<file path="src/rtl/ahb_loader_pkg.sv">
// Shared types and bus constants for the AHB-Lite stream loader.
// The state enum, fixed AHB control encodings and header field sizes live here.
package ahb_loader_pkg;

  typedef enum logic [2:0] {
    HDR_ADDR,
    HDR_LEN,
    COLLECT,
    ADDR_PH,
    DATA_PH,
    DONE,
    ERROR
  } loader_state_e;

  localparam logic [1:0] HTRANS_IDLE     = 2'b00;
  localparam logic [1:0] HTRANS_NONSEQ   = 2'b10;
  localparam logic [2:0] HSIZE_WORD      = 3'b010;
  localparam logic [2:0] HBURST_SINGLE   = 3'b000;
  localparam logic [3:0] HPROT_DATA_PRIV = 4'b0011;

  localparam int unsigned ADDR_BYTES = 4;
  localparam int unsigned LEN_BYTES  = 2;

  // Value of the packer byte counter while the final byte of a field is taken.
  function automatic logic [1:0] last_byte_idx(input int unsigned nbytes);
    return 2'(nbytes - 1);
  endfunction

endpackage

</file>
<file path="src/rtl/ahb_stream_loader_if.sv">
// Byte-stream handshake plus AHB-Lite master bus of the stream loader.
// The master modport is the loader side; the slave modport is the source/bus side.
interface ahb_stream_loader_if #(
  parameter int unsigned W_ADDR = 32,
  parameter int unsigned W_DATA = 32
);
  logic              in_valid;
  logic              in_ready;
  logic [7:0]        in_data;
  logic              ahblm_hready;
  logic              ahblm_hresp;
  logic [W_ADDR-1:0] ahblm_haddr;
  logic              ahblm_hwrite;
  logic [1:0]        ahblm_htrans;
  logic [2:0]        ahblm_hsize;
  logic [2:0]        ahblm_hburst;
  logic [3:0]        ahblm_hprot;
  logic              ahblm_hmastlock;
  logic [W_DATA-1:0] ahblm_hwdata;

  modport master (
    input  in_valid, in_data, ahblm_hready, ahblm_hresp,
    output in_ready, ahblm_haddr, ahblm_hwrite, ahblm_htrans, ahblm_hsize,
           ahblm_hburst, ahblm_hprot, ahblm_hmastlock, ahblm_hwdata
  );

  modport slave (
    output in_valid, in_data, ahblm_hready, ahblm_hresp,
    input  in_ready, ahblm_haddr, ahblm_hwrite, ahblm_htrans, ahblm_hsize,
           ahblm_hburst, ahblm_hprot, ahblm_hmastlock, ahblm_hwdata
  );
endinterface

</file>
<file path="src/rtl/byte_word_packer.sv">
// Little-endian byte-to-word shift register with a 2-bit byte counter.
// word_next is the word as it will look after the byte currently offered is loaded.
module byte_word_packer (
  input  logic        clk,
  input  logic        rst,
  input  logic        clear,
  input  logic        load,
  input  logic [7:0]  byte_in,
  output logic [31:0] word_next,
  output logic [1:0]  count,
  output logic        word_full
);
  logic [31:0] word;

  // Newest byte enters at the top, so after four loads byte 0 sits in [7:0].
  assign word_next = {byte_in, word[31:8]};
  assign word_full = load && (count == 2'd3);

  always_ff @(posedge clk) begin
    if (rst || clear) begin
      count <= '0;
    end else if (load) begin
      count <= count + 2'd1;
    end

    if (rst) begin
      word <= '0;
    end else if (load) begin
      word <= word_next;
    end
  end
endmodule

</file>
<file path="src/rtl/ahb_stream_loader.sv">
// AHB-Lite master that decodes a framed byte image and writes it word by word,
// holding the CPU in reset until the whole image has been written.
module ahb_stream_loader
  import ahb_loader_pkg::*;
#(
  parameter int unsigned W_ADDR = 32,
  parameter int unsigned W_DATA = 32,
  parameter int unsigned W_LEN  = 16
) (
  input  logic                clk,
  input  logic                rst,
  ahb_stream_loader_if.master bus,
  output logic                cpu_rst_req,
  output logic                done,
  output logic                err
);
  loader_state_e     state;
  logic [W_ADDR-1:0] next_addr;
  logic [W_LEN-1:0]  words_left;
  logic [1:0]        htrans;
  logic [W_ADDR-1:0] haddr;
  logic [W_DATA-1:0] hwdata;

  logic              byte_take;
  logic              addr_last;
  logic              len_last;
  logic              word_full;
  logic [1:0]        byte_count;
  logic [31:0]       word_next;
  logic [15:0]       len_field;

  assign bus.in_ready = (state == HDR_ADDR) || (state == HDR_LEN) || (state == COLLECT);
  assign byte_take    = bus.in_valid && bus.in_ready;
  assign addr_last    = byte_take && (byte_count == last_byte_idx(ADDR_BYTES));
  assign len_last     = byte_take && (state == HDR_LEN) &&
                        (byte_count == last_byte_idx(LEN_BYTES));
  // Two length bytes land in the upper half of the shift register.
  assign len_field    = word_next[31:16];

  // The length field is only two bytes, so the counter is realigned after it.
  byte_word_packer u_packer (
    .clk       (clk),
    .rst       (rst),
    .clear     (len_last),
    .load      (byte_take),
    .byte_in   (bus.in_data),
    .word_next (word_next),
    .count     (byte_count),
    .word_full (word_full)
  );

  always_ff @(posedge clk) begin
    if (rst) begin
      state       <= HDR_ADDR;
      next_addr   <= '0;
      words_left  <= '0;
      htrans      <= HTRANS_IDLE;
      haddr       <= '0;
      hwdata      <= '0;
      cpu_rst_req <= 1'b1;
      done        <= 1'b0;
      err         <= 1'b0;
    end else begin
      case (state)
        HDR_ADDR: begin
          if (addr_last) begin
            next_addr <= {word_next[W_ADDR-1:2], 2'b00};
            state     <= HDR_LEN;
          end
        end
        HDR_LEN: begin
          if (len_last) begin
            words_left <= W_LEN'(len_field);
            if (len_field == '0) begin
              state       <= DONE;
              done        <= 1'b1;
              cpu_rst_req <= 1'b0;
            end else begin
              state <= COLLECT;
            end
          end
        end
        COLLECT: begin
          if (word_full) begin
            haddr  <= next_addr;
            hwdata <= W_DATA'(word_next);
            htrans <= HTRANS_NONSEQ;
            state  <= ADDR_PH;
          end
        end
        ADDR_PH: begin
          if (bus.ahblm_hready) begin
            htrans <= HTRANS_IDLE;
            state  <= DATA_PH;
          end
        end
        DATA_PH: begin
          // An error response aborts on its first cycle, without waiting for hready.
          if (bus.ahblm_hresp) begin
            state <= ERROR;
            err   <= 1'b1;
          end else if (bus.ahblm_hready) begin
            next_addr  <= next_addr + W_ADDR'(4);
            words_left <= words_left - W_LEN'(1);
            if (words_left == W_LEN'(1)) begin
              state       <= DONE;
              done        <= 1'b1;
              cpu_rst_req <= 1'b0;
            end else begin
              state <= COLLECT;
            end
          end
        end
        DONE, ERROR: begin
        end
        default: begin
          state <= HDR_ADDR;
        end
      endcase
    end
  end

  assign bus.ahblm_haddr     = haddr;
  assign bus.ahblm_hwdata    = hwdata;
  assign bus.ahblm_htrans    = htrans;
  assign bus.ahblm_hwrite    = 1'b1;
  assign bus.ahblm_hsize     = HSIZE_WORD;
  assign bus.ahblm_hburst    = HBURST_SINGLE;
  assign bus.ahblm_hprot     = HPROT_DATA_PRIV;
  assign bus.ahblm_hmastlock = 1'b0;
endmodule

</file>
<file path="src/flat_wrapper.sv">
// flat-port wrapper written by rule: the top's interface ports become plain ports
module ahb_stream_loader_flat import ahb_loader_pkg::*;
#(
  parameter int unsigned W_ADDR = 32,
  parameter int unsigned W_DATA = 32,
  parameter int unsigned W_LEN  = 16
)
  (clk, rst, cpu_rst_req, done, err, bus_in_valid, bus_in_data, bus_ahblm_hready, bus_ahblm_hresp, bus_in_ready, bus_ahblm_haddr, bus_ahblm_hwrite, bus_ahblm_htrans, bus_ahblm_hsize, bus_ahblm_hburst, bus_ahblm_hprot, bus_ahblm_hmastlock, bus_ahblm_hwdata);
  ahb_stream_loader_if #(.W_ADDR(W_ADDR), .W_DATA(W_DATA)) bus_i ();
  input  logic clk;
  input  logic rst;
  output logic cpu_rst_req;
  output logic done;
  output logic err;
  input wire logic [$bits(bus_i.in_valid)-1:0] bus_in_valid;
  input wire logic [$bits(bus_i.in_data)-1:0] bus_in_data;
  input wire logic [$bits(bus_i.ahblm_hready)-1:0] bus_ahblm_hready;
  input wire logic [$bits(bus_i.ahblm_hresp)-1:0] bus_ahblm_hresp;
  output wire logic [$bits(bus_i.in_ready)-1:0] bus_in_ready;
  output wire logic [$bits(bus_i.ahblm_haddr)-1:0] bus_ahblm_haddr;
  output wire logic [$bits(bus_i.ahblm_hwrite)-1:0] bus_ahblm_hwrite;
  output wire logic [$bits(bus_i.ahblm_htrans)-1:0] bus_ahblm_htrans;
  output wire logic [$bits(bus_i.ahblm_hsize)-1:0] bus_ahblm_hsize;
  output wire logic [$bits(bus_i.ahblm_hburst)-1:0] bus_ahblm_hburst;
  output wire logic [$bits(bus_i.ahblm_hprot)-1:0] bus_ahblm_hprot;
  output wire logic [$bits(bus_i.ahblm_hmastlock)-1:0] bus_ahblm_hmastlock;
  output wire logic [$bits(bus_i.ahblm_hwdata)-1:0] bus_ahblm_hwdata;
  assign bus_i.in_valid = bus_in_valid;
  assign bus_i.in_data = bus_in_data;
  assign bus_i.ahblm_hready = bus_ahblm_hready;
  assign bus_i.ahblm_hresp = bus_ahblm_hresp;
  assign bus_in_ready = bus_i.in_ready;
  assign bus_ahblm_haddr = bus_i.ahblm_haddr;
  assign bus_ahblm_hwrite = bus_i.ahblm_hwrite;
  assign bus_ahblm_htrans = bus_i.ahblm_htrans;
  assign bus_ahblm_hsize = bus_i.ahblm_hsize;
  assign bus_ahblm_hburst = bus_i.ahblm_hburst;
  assign bus_ahblm_hprot = bus_i.ahblm_hprot;
  assign bus_ahblm_hmastlock = bus_i.ahblm_hmastlock;
  assign bus_ahblm_hwdata = bus_i.ahblm_hwdata;
  ahb_stream_loader #(.W_ADDR(W_ADDR), .W_DATA(W_DATA), .W_LEN(W_LEN)) u_core (.clk(clk), .rst(rst), .bus(bus_i), .cpu_rst_req(cpu_rst_req), .done(done), .err(err));
endmodule
</file>
<file path="config.mk">
export PLATFORM = sky130hd
export DESIGN_NAME = ahb_stream_loader_flat
export DESIGN_NICKNAME = d
export VERILOG_FILES = /design/src/rtl/ahb_loader_pkg.sv /design/src/rtl/ahb_stream_loader_if.sv /design/src/rtl/byte_word_packer.sv /design/src/rtl/ahb_stream_loader.sv /design/src/flat_wrapper.sv
export SDC_FILE = /design/constraint.sdc
export NUM_CORES = 1
export LEC_CHECK = 0
export ABC_AREA = 1
export ABC_CLOCK_PERIOD_IN_PS = 3800
export CAP_MARGIN = 5
export CORE_ASPECT_RATIO = 1.25
export CORE_MARGIN = 2
export CORE_UTILIZATION = 50
export DETAILED_ROUTE_END_ITERATION = 10
export PLACE_DENSITY = 0.74
export SYNTH_ARGS = -nofsm -noshare
export SYNTH_HDL_FRONTEND = slang
export SYNTH_SLANG_ARGS = --single-unit
</file>
<file path="constraint.sdc">
create_clock -name clk -period 3.8 [get_ports clk]
set_input_delay 0.38 -clock clk [delete_from_list [all_inputs] [get_ports clk]]
set_output_delay 0.38 -clock clk [all_outputs]
set_load 0.01 [all_outputs]
</file>
After elaboration in Yosys (flattened, before gate mapping):

Index checks and enable logic that the tools add are counted.

* register bits after elaboration: 154
* bits in latches: 0
* RAM bits: 0
* memory bits (read-only): 0
* word-level logic and storage cells: 85
* memories kept: 0

* add/subtract/negate cells: 3
* multipliers: 0
* div/mod/pow operators: 0
* order comparisons: 0
* eq/ne operators: 18
* shift-type cells: 0
* mux-type cells: 32
* bitwise logic cells: 1
* reduce and logical (&&, ||, !) cells: 20

Operators with widths (number)
* $mux W32: 3
* $pmux W32 S2: 1
* $mux W16: 3
* $add A32 B3 Y32 const B: 1
* $pmux W16 S2: 1
* $mux W3: 8
* $pmux W3 S6: 1
* $eq A16 B1 Y1 const B: 1
* $logic_not A16 Y1: 1
* $sub A16 B1 Y16 const B: 1
* $reduce_and A6 Y1: 2
* $mux W1: 10
* $ne A2 B2 Y1 const B: 5
* $eq A3 B3 Y1 const B: 3
* $reduce_and A4 Y1: 2
* $eq A3 B2 Y1 const B: 2
* $ne A2 B1 Y1 const B: 3
* $reduce_bool A2 Y1: 3
* $logic_and A1 B1 Y1: 4
* $mux W2: 2
* $pmux W1 S2: 2
* $pmux W2 S2: 1
* $reduce_and A2 Y1: 2
* $eq A3 B1 Y1 const B: 1
* other kinds (9): 11

Logic depth before layout (Yosys ltp):

* depth in word-level cells: 8
* depth in mapped cells: 12

Modules after synthesis:

A second synthesis with hierarchy kept.

* cells, all modules: 1079
* area total of the unflattened synthesis: 7158.1 µm²

Modules (own cells, without submodules)
* ahb_stream_loader: instances 1, cells an instance 949, area an instance 6069.6 µm², sequential area each 2302.2 µm²
* byte_word_packer: instances 1, cells an instance 130, area an instance 1088.5 µm², sequential area each 520.5 µm²

Worst setup path before layout:

Ideal clock, no wire load.

* kind: register -> register
* from: reg u_core.next_addr[2]
* to: reg u_core.next_addr[14]
* library setup time: 0.118 ns
* data arrival time: 1.319 ns
* data required time: 3.682 ns
* setup slack: 2.364 ns
* stages on the path, launching flop included: 11
* path buffers: 0
* period minus slack after synthesis: 1.436 ns
* cells stage by stage: dfxtp_1 ha_1 nand3_1 inv_1 nand2_1 nor2_1 nand2_1 nand2_1 nand3_1 nand2_1 a21oi_1

* word-level cells in the longest chain between the ends: 4

Ends and longest elaborated chain
* start: declaration: RTL line ahb_stream_loader.sv:18 `logic [W_ADDR-1:0] next_addr;`
* start signal: assignment: RTL line ahb_stream_loader.sv:67 `next_addr <= {word_next[W_ADDR-1:2], 2'b00};`
* start signal: assignment: RTL line ahb_stream_loader.sv:103 `next_addr <= next_addr + W_ADDR'(4);`
* $add A32 B3 Y32: RTL line ahb_stream_loader.sv:103
* $mux W32: RTL line ahb_stream_loader.sv:102 `end else if (bus.ahblm_hready) begin`
* $mux W32: RTL line ahb_stream_loader.sv:99 `if (bus.ahblm_hresp) begin`
* $pmux W32 S2: RTL line ahb_stream_loader.sv:64 `case (state)`

No other way between the ends. The select of a mux whose other input is x is not followed.
A chain may end at the register's enable or synchronous reset.

Worst setup path after layout:

* from: reg u_core.state[2]
* to: reg u_core.hwdata[13] (netlist: u_core.bus.ahblm_hwdata[13])

* word-level cells in the longest chain between the ends: 6
* elaborated cells between the ends (all ways): 8

Ends and longest elaborated chain
* start: declaration: RTL line ahb_stream_loader.sv:17 `loader_state_e state;`
* start signal: assignment: RTL line ahb_stream_loader.sv:54 `state <= HDR_ADDR;`
* start signal: assignment: RTL line ahb_stream_loader.sv:68 `state <= HDR_LEN;`
* start signal: assignment: RTL line ahb_stream_loader.sv:75 `state <= DONE;`
* $eq A3 B1 Y1 / $logic_not A3 Y1 (equally long branches): RTL line ahb_stream_loader.sv:32 `assign bus.in_ready = (state == HDR_ADDR) || (state == HDR_LEN) || (state == COLLECT);`
* $logic_or A1 B1 Y1 (2 in series): RTL line ahb_stream_loader.sv:32
* $logic_and A1 B1 Y1: RTL line ahb_stream_loader.sv:33 `assign byte_take = bus.in_valid && bus.in_ready;`
* $logic_and A1 B1 Y1: RTL line byte_word_packer.sv:17 `assign word_full = load && (count == 2'd3);`
* $reduce_and A2 Y1 (no source line) (*)
* end signal: assignment: RTL line ahb_stream_loader.sv:86 `hwdata <= W_DATA'(word_next);`
* end: declaration: RTL line ahb_stream_loader.sv:22 `logic [W_DATA-1:0] hwdata;`

Mark *: on every way between the ends. The rest lies on a longest branch, timed or not.

==> results.yml <==
clocking:
  postCtsHoldBufs: 0
  cts_sinks: 141
  cts_resized: 0
  cts_tree: "done"
  path_clk_slew_ps: 60
  cts-root-buf: "clkbuf_16"
  post_cts_buffers: 0
  cts_made_buffers: 17
  clk_latency_ps: 420
  htree_levels: 4
  clockBufferDepth: 2
setup_path:
  cp_slowest_cell: "nand3_2"
  path_common_cell: "inv_2"
  cp.arrival_ps: 2870
  crit_chain: "inv_2, nand3_4, buf_4, inv_2, nand3_2, inv_2, buf_12, o21ai_0, a21oi_1"
  worst-endpoint-required_ps: 4150
  end_kind: "flip-flop"
  path_class: "reg -> reg"
  slowest_delay_ps: 460
  startpoint_type: "flip-flop"
  cp_max_fo: 94
route:
  routed_wl_mm: 19.6
  dr.pass1.iters: 5
  drc_errors: 0
  vias_per_cell: 5.36
  via_count: 6869
  ant_nets: 0
  drtIter0Drc: 470
  wl_per_cell_um: 15.3
die:
  dieArea_um2: 14800
  fp.dieW_um: 109
  die_y_um: 136
  ioPinCount: 95
  core_area_um2: 13700
  initial_core_util_pct: 50.6
  rows: 48
sta:
  hold_viol: 0
  slew_headroom_pct: 42.5
  drv_slew: 0
  final.setup.tns_ps: 0
  rsz0062_at_grt: "no"
  final.min_clock_period_ps: 2520
  finalCritPeriodShare_pct: 66.4
  final.setup.worst_slack_ps: 1280
  skew_ps: 10.6
  worst_pin_slew_ps: 860
  finalSetupViolCount: 0
  max_freq_mhz: 396
cells_and_area:
  nets: 1112
  drive_above_1_share_pct: 5.06
  finalCoreUtilization_pct: 60.4
  area_growth_pct: 19.5
  fillCellCount: 1338
  diodes: 0
global_routing:
  grt_pass1_wl_mm: 30.9
  antenna_found_initial: 0
  grt_max_degree: 95
  first_global_vias: 6154
  grtUsageTotal_pct: 27.2
  grt.overflow.total: 0
yosys:
  synth_fa_ha_area_share_pct: 0.904
  synthMuxAreaShare_pct: 0
  postSynthRegisterBits: 141
  synth_top_family_by_area: "simple AND/OR/NAND/NOR gates"
  ys_types: 33
  synth_compound_area_share_pct: 19.4
  synth_area_leaders: "dfxtp_1, nand2_1, nor2_1"
  yosys.area.top_type: "dfxtp_1"
  synth_xor_area_share_pct: 1.39
  yosysSeqAreaShare_pct: 40.8
  yosysWarnings: 0
  synth_area_um2: 6920
  yosysTopAreaCellShare_pct: 40.8
  synthCells: 1042
  synthArstFlopShare_pct: 0
  synth-edff-count: 0
  synth.avg_cell_area_um2: 6.65
  synth_simple_gate_area_share_pct: 27.8
  synth_flop_cell: "dfxtp_1"
placement:
  gp_congestion: 0.929
  hpwl_mm: 13.5
  pre_cts_slack_ps: 975
  port_buffers: 79
pwr:
  power_density_nw_per_um2: 528
  vdd_drop_max_mv: 0.267
  total_leakage_power_uw: 0.00324
min_path:
  hold_class: "reg -> reg"
run:
  maxCapViolations: 0
outcome:
  status: "completed"
## per-stage QoR
step / total power [uW] / hold WS, ps / cell area, um2 / instances
floorplan: 2520 / 444 / 6970 / 1055
finish: 4370 / 455 / 8270 / 1282
CTS: 4370 / 463 / 8270 / 1282
global placement: 2740 / 441 / 7700 / 1250
global route: 4590 / 487 / 8270 / 1282
detailed placement: 2760 / 447 / 7700 / 1250
## layer usage
layer  vias to the layer above  track usage, %  share of wire, %
li1                       3445               -                 -
met1                      3121            34.2                42
met2                       267            45.6                49
met3                        36            5.29               5.7
met4                         0            11.0               2.8
met5                         -               0                 0
## critical path, delay by kind of cell, from the launching register on
family	cells	cell delay [ps]
compound gates	2	350
buf+inv	5	1120
flops	1	410
simple gates	2	520
## synth_stat cells (2+ instances only)
master    number
xor2_1         6
a211oi_1       2
nand3b_1      15
nand2_1      209
dfxtp_1      141
nand4_1        6
buf_1          2
buf_2         15
xnor2_1        5
buf_4         22
ha_1           5
nand2_2        2
a21oi_1      113
nor2_1       202
clkbuf_1      25
conb_1         2
inv_1         73
o21ai_0      130
buf_6          2
o21ai_1       15
o21ai_2        2
inv_2          7
nand3_2        2
nor3_1         4
nand3_1       27
## logic make-up (layout without fill, tap and decap cells)
family	after synthesis	after routing
XOR/XNOR	11	11
other	2	15
flip-flops	141	141
AND/OR/NAND/NOR	472	472
adder cells (fa/ha/maj)	5	5
AO/OA/AOI/OAI	265	265
buffers and inverters	146	198
## power by group
group          total, uW  switching, uW  internal (uW)
clock               1610            656            958
combinational        848            545            303
sequential          1910            254           1660
total               4370           1450           2920
## registers in the layout, summed over array words and instances, names as in the netlist
name and flops:
u_core.u_packer.count 2, u_core.bus.ahblm_hwdata 32, u_core.cpu_rst_req 1, u_core.state 3
u_core.bus.ahblm_htrans 1, u_core.err 1, u_core.done 1, u_core.words_left 16
u_core.bus.ahblm_haddr 30, u_core.next_addr 30, u_core.u_packer.word 24
## final cells by class
| class | count | area (um2) | share of cell area, % |
|---|---|---|---|
| Clock buffer | 21 | 470 | 5.69 |
| Multi-Input combinational cell | 768 | 3490 | 42.1 |
| Inverter | 80 | 300 | 3.63 |
| Sequential cell | 141 | 2820 | 34.1 |
| Tap cell | 175 | 219 | 2.65 |
| Timing Repair Buffer | 86 | 868 | 10.5 |
| Clock inverter | 11 | 105 | 1.27 |
## path summary, 6_finish.rpt
check	start	endpoint	slack (ps)	depth (start not counted)
min reg2reg	u_core.err	u_core.err	450	2
max reg2reg	u_core.state[2]	u_core.bus.ahblm_hwdata[13]	1280	9
min	u_core.err	u_core.err	450	2
max	u_core.state[2]	u_core.bus.ahblm_hwdata[13]	1280	9
## cell usage in the layout, fill, tap and decap left out, types with 2 or more instances in the layout
master and n:
a211oi_1 2, a21oi_1 113, buf_12 2, buf_4 5, clkbuf_16 17, clkbuf_8 3, clkdlybuf4s50_1 79, clkinv_2 2
clkinvlp_4 4, conb_1 15, dfxtp_1 141, ha_1 5, inv_1 72, inv_2 8, inv_6 4, nand2_1 209
nand2_2 2, nand3_1 27, nand3_2 2, nand3b_1 15, nand4_1 6, nor2_1 202, nor3_1 4, o21ai_0 130
o21ai_1 15, o21ai_2 2, xnor2_1 5, xor2_1 6
Note: power is estimated with default switching activity, not from simulation.
